$ cat src/rtl/mshr_fifo_param.sv
// In-order miss status holding FIFO with concurrent per-entry latency countdown.
// Optional MSHR_STATS_EN adds allocation and stall event counters.
module mshr_fifo_param #(
    parameter int DEPTH  = 8,
    parameter int ADDR_W = 27,
    parameter int WARP_W = 3,
    parameter int SCB_W  = 2,
    parameter int LAT_W  = 5,
    localparam int IDX_W = $clog2(DEPTH),
    localparam int PTR_W = IDX_W + 1
) (
    input  logic              clk,
    input  logic              resetb,
    input  logic              req_valid,
    input  logic              req_hit_missbar,
    input  logic [SCB_W-1:0]  req_scbID,
    input  logic [WARP_W-1:0] req_warpID,
    input  logic [ADDR_W-1:0] req_addr,
    input  logic [LAT_W-1:0]  req_latency,
    output logic              req_ready,
    output logic              fb_valid,
    input  logic              fb_ready,
    output logic [SCB_W-1:0]  fb_scbID,
    output logic [WARP_W-1:0] fb_warpID,
    output logic [ADDR_W-1:0] fb_addr,
    output logic [PTR_W-1:0]  occupancy,
    output logic              full,
    output logic              empty,
    output logic              overflow_err
`ifdef MSHR_STATS_EN
    ,
    output logic [31:0]       stat_alloc,
    output logic [31:0]       stat_stall
`endif
);

    logic [PTR_W-1:0]  wp_q;
    logic [PTR_W-1:0]  rp_q;
    logic [IDX_W-1:0]  wp_idx;
    logic [IDX_W-1:0]  rp_idx;
    logic [SCB_W-1:0]  scb_q  [DEPTH];
    logic [WARP_W-1:0] warp_q [DEPTH];
    logic [ADDR_W-1:0] addr_q [DEPTH];
    logic [LAT_W-1:0]  cnt_q  [DEPTH];
    logic [DEPTH-1:0]  vld;
    logic [IDX_W-1:0]  off;
    logic              miss;
    logic              push;
    logic              pop;
    logic [LAT_W-1:0]  lat_in;
    logic              ovf_q;

    assign wp_idx    = wp_q[IDX_W-1:0];
    assign rp_idx    = rp_q[IDX_W-1:0];
    assign occupancy = wp_q - rp_q;
    assign empty     = (occupancy == '0);
    assign full      = (occupancy == PTR_W'(DEPTH));
    assign req_ready = !full;

    assign miss   = req_valid & ~req_hit_missbar;
    assign push   = miss & ~full;
    assign lat_in = (req_latency == '0) ? LAT_W'(1) : req_latency;

    assign fb_valid  = !empty && (cnt_q[rp_idx] == LAT_W'(1));
    assign fb_scbID  = scb_q[rp_idx];
    assign fb_warpID = warp_q[rp_idx];
    assign fb_addr   = addr_q[rp_idx];
    assign pop       = fb_valid & fb_ready;

    assign overflow_err = ovf_q;

    // A slot is live when its distance from the head is below the occupancy.
    always_comb begin
        vld = '0;
        off = '0;
        for (int i = 0; i < DEPTH; i++) begin
            off    = IDX_W'(i) - rp_idx;
            vld[i] = ({1'b0, off} < occupancy);
        end
    end

    always_ff @(posedge clk) begin
        if (!resetb) begin
            wp_q  <= '0;
            rp_q  <= '0;
            ovf_q <= 1'b0;
            for (int i = 0; i < DEPTH; i++) begin
                cnt_q[i] <= '0;
            end
        end else begin
            if (push) begin
                wp_q <= wp_q + PTR_W'(1);
            end
            if (pop) begin
                rp_q <= rp_q + PTR_W'(1);
            end
            if (miss && full) begin
                ovf_q <= 1'b1;
            end
            for (int i = 0; i < DEPTH; i++) begin
                if (push && (wp_idx == IDX_W'(i))) begin
                    cnt_q[i] <= lat_in;
                end else if (vld[i] && (cnt_q[i] > LAT_W'(1))) begin
                    cnt_q[i] <= cnt_q[i] - LAT_W'(1);
                end
            end
        end
    end

    // Payload needs no reset: it is only observed while the slot is live.
    always_ff @(posedge clk) begin
        if (push) begin
            scb_q[wp_idx]  <= req_scbID;
            warp_q[wp_idx] <= req_warpID;
            addr_q[wp_idx] <= req_addr;
        end
    end

`ifdef MSHR_STATS_EN
    always_ff @(posedge clk) begin
        if (!resetb) begin
            stat_alloc <= '0;
            stat_stall <= '0;
        end else begin
            if (push) begin
                stat_alloc <= stat_alloc + 32'd1;
            end
            if (miss && full) begin
                stat_stall <= stat_stall + 32'd1;
            end
        end
    end
`endif

endmodule
$ cat config.mk
export PLATFORM = sky130hd
export DESIGN_NAME = mshr_fifo_param
export DESIGN_NICKNAME = d
export VERILOG_FILES = /design/src/rtl/mshr_fifo_param.sv
export SDC_FILE = /design/constraint.sdc
export NUM_CORES = 1
export LEC_CHECK = 0
export BUFFER_PORTS_ARGS = -buffer_cell sky130_fd_sc_hd__buf_2
export CORE_MARGIN = 2
export CORE_UTILIZATION = 50
export CTS_BUF_LIST = sky130_fd_sc_hd__clkbuf_4
export DETAILED_ROUTE_END_ITERATION = 16
export GPL_TIMING_DRIVEN = 1
export PLACE_DENSITY = 0.68
export SYNTH_ARGS = -nofsm -noshare
export SYNTH_HDL_FRONTEND = slang
export SYNTH_SLANG_ARGS = --single-unit
$ cat constraint.sdc
create_clock -name clk -period 6.1 [get_ports clk]
set_input_delay 0.61 -clock clk [delete_from_list [all_inputs] [get_ports clk]]
set_output_delay 0.61 -clock clk [all_outputs]
set_load 0.02 [all_outputs]
==> metrics.txt <==
status=completed; Period Utilization, post-route=roughly two thirds; largest cells by area after synthesis=edfxtp_1 (66%), mux4_2 (11%), nand2_1 (3.6%); largest family of logic cells by synthesized area=multiplexers; GRT Total Usage=between 10% and 20%; vias in the first global route=just under 8k; #FFs+latches synth=308; final WL=roughly 27,000 um; post-place setup slack=2.17 ns; leakage power=approximately 5.4 nW; area grow syn2layout=14.0%; RD Place Congestion=between 0.8 and 0.9; max cap viols=0; Clock Sinks=308; mapped cell area=13,400 sq um; maximum vdd drop=approximately 0.18 mV; final setup TNS=0 ns; vias per cell=about 5.5; commonest non-fill, non-tap cell in the layout=edfxtp_1; Crit. End Element=flop; RSZ-0062 raised after global routing=no; CTS tree=yes; Post-CTS Setup Inserts=0; area leader, netlist=edfxtp_1; design area=about 15,000 sq um; site row count=a little under 60; YS warnings=0; Synth Area in Adders=between 3 and 4%; first-pass GRT wire length=42,500 um; setup ws final=about 2.1 ns; compound-gate portion of the synthesized area=between 4 and 5%; CTS max path bufs=3; antenna viol nets, final=0; dpl cell area=~14,000 sq um; slew margin rel.=between 10% and 20%; Post-CTS Hold Fix Bufs=0; dpl hpwl=between 15,000 and 20,000 um; ys async rst share=0%; CTS Buf Count=82; Die Footprint=between 20,000 and 30,000 sq um; final hold viol count=0; Final Max Slew Viols=0; per-cell routed wire length=between 15 and 20 um; drt drc=0; path category of the worst min-delay check=input pin to flop; Syn Nets=919; top-area cell type share of the netlist area=about two thirds; ys flop type=edfxtp_1; Root Buffer=clkbuf_4; Distinct cells, synth=between 50 and 60; Vias=around 7.6k; Worst setup SP type=flop; setup violators final=0; buffers added on ports=around 80; io pins=between 80 and 90; final hold slack=0.166 ns; synthesized area per cell=roughly 16 sq um; Post-Synthesis Cells=841; clock-pin slew on the worst setup and hold paths=roughly 0.07 ns; Critical Path Fanout Max=32; simple-gate area share of the yosys netlist=between 8 and 9%; Worst Max-Slew Pin Slew=approximately 1.2 ns; worst skew pair latency=0.73 ns; most frequent cells in the layout=edfxtp_1 (296), nand2_1 (128), clkbuf_4 (120), buf_2 (82), mux4_2 (64); layout cells sized above 1=30.3%; pin count of the biggest net entering global routing=63; skew final=0.0532 ns; fin crit period=3.96 ns; Arrival @ worst endpoint=around 4.2 ns; core area=26,100 sq um; mux share of post-synthesis cell area=between 10% and 20%; die height=168 um; Design Power=approximately 0.005 W; CTS H-Tree Depth=3; Initial Utilization=51.2%; Critical Path RT=approximately 6.4 ns; xor and xnor area share after synthesis=1.96%; initial antenna violation count=3; gr ovfl total=0; r2r setup slk=2.14 ns; initial DRC count=493; register area share after synthesis=approximately 68%; post-CTS resize count=0; number of flops mapped to enable cells by yosys=around 300; Power per Cell Area=332 nW/um^2; nets=approximately 1.1k; router iterations before antenna repair=5; WS Path Type=flop to flop; die extent in x=roughly 170 um; Achievable Freq=around 250 MHz
routing by layer:
layer | vias up | global-route usage [%] | wire (um)
li1 | 3570 | - | -
met1 | 3805 | 26.4 | 11700
met2 | 197 | 32.0 | 13100
met3 | 48 | 4.85 | 1470
met4 | 0 | 6.77 | 503
met5 | - | 0 | 0
registers in the layout (all words and copies together), names as in the netlist, named ones only:
name          flops
addr_q          216
cnt_q            40
overflow_err      1
rp_q              4
scb_q            16
warp_q           24
wp_q              4
stage by stage:
stage,util (%),cells
2_1_floorplan,-,841
3_5_place_dp,54.4,1236
5_1_grt,58.3,1378
4_1_cts,58.3,1377
6_report,58.3,1381
3_3_place_gp,54.4,1236
worst paths after layout:
check | start | to | cells after the start
hold reg to reg | overflow_err | overflow_err | 1
setup reg to reg | wp_q[0] | addr_q[3][18] | 10
hold / removal | req_addr[14] | addr_q[1][14] | 1
setup / recovery | wp_q[0] | addr_q[3][18] | 10
cells by family (layout without fill, tap and decap cells):
| family | after synthesis | count (layout) |
|---|---|---|
| AOI/OAI and AO/OA | 77 | 77 |
| xor gates and xnor gates | 29 | 29 |
| adders and majority gates | 42 | 42 |
| buffers and inverters | 68 | 269 |
| DFF | 308 | 308 |
| muxes | 75 | 75 |
| other | 0 | 4 |
| and+or+nand+nor | 242 | 242 |
synth_stat cells, types with 4 or more instances:
| cell | number |
|---|---|
| and2_1 | 4 |
| nor2_1 | 43 |
| a31o_2 | 9 |
| mux2i_1 | 11 |
| buf_1 | 9 |
| inv_1 | 32 |
| buf_2 | 9 |
| mux4_2 | 64 |
| maj3_1 | 6 |
| nand3_1 | 18 |
| nand2_1 | 128 |
| nand4b_1 | 4 |
| ha_1 | 35 |
| clkbuf_1 | 16 |
| dfxtp_1 | 12 |
| a21oi_1 | 12 |
| o22ai_1 | 4 |
| o31ai_1 | 6 |
| o21ai_0 | 16 |
| xnor2_1 | 17 |
| o21a_1 | 8 |
| nor3_1 | 23 |
| edfxtp_1 | 296 |
| a211oi_1 | 6 |
| xor2_1 | 11 |
power breakdown:
| part | internal [W] | leakage [nW] | switching (W) | total [W] |
|---|---|---|---|---|
| registers | 0.00246 | 2.83 | 0.000108 | 0.00257 |
| clock network | 0.000913 | 0.612 | 0.000832 | 0.00175 |
| logic | 0.000323 | 1.96 | 0.000424 | 0.000747 |
| total | 0.00370 | 5.40 | 0.00136 | 0.00506 |
critical path, cell delays in order (launching register included):
cell and delay, ns:
dfxtp_1 0.44, inv_1 0.25, ha_1 0.20, inv_1 0.05
fa_1 0.40, xnor2_2 0.20, inv_2 0.17, nor3_4 0.08
a31oi_4 0.46, nand2_1 0.28, nor2_4 0.96
cell type report:
class	instances	area, sq um
Fill cell	2038	10900
Sequential cell	308	9140
Multi-Input combinational cell	465	4020
Clock buffer	120	901
Timing Repair Buffer	94	500
Tap cell	335	419
Clock inverter	21	130
Inverter	34	128
Antenna cell	4	10.0
(Power assumes the default switching activity.)
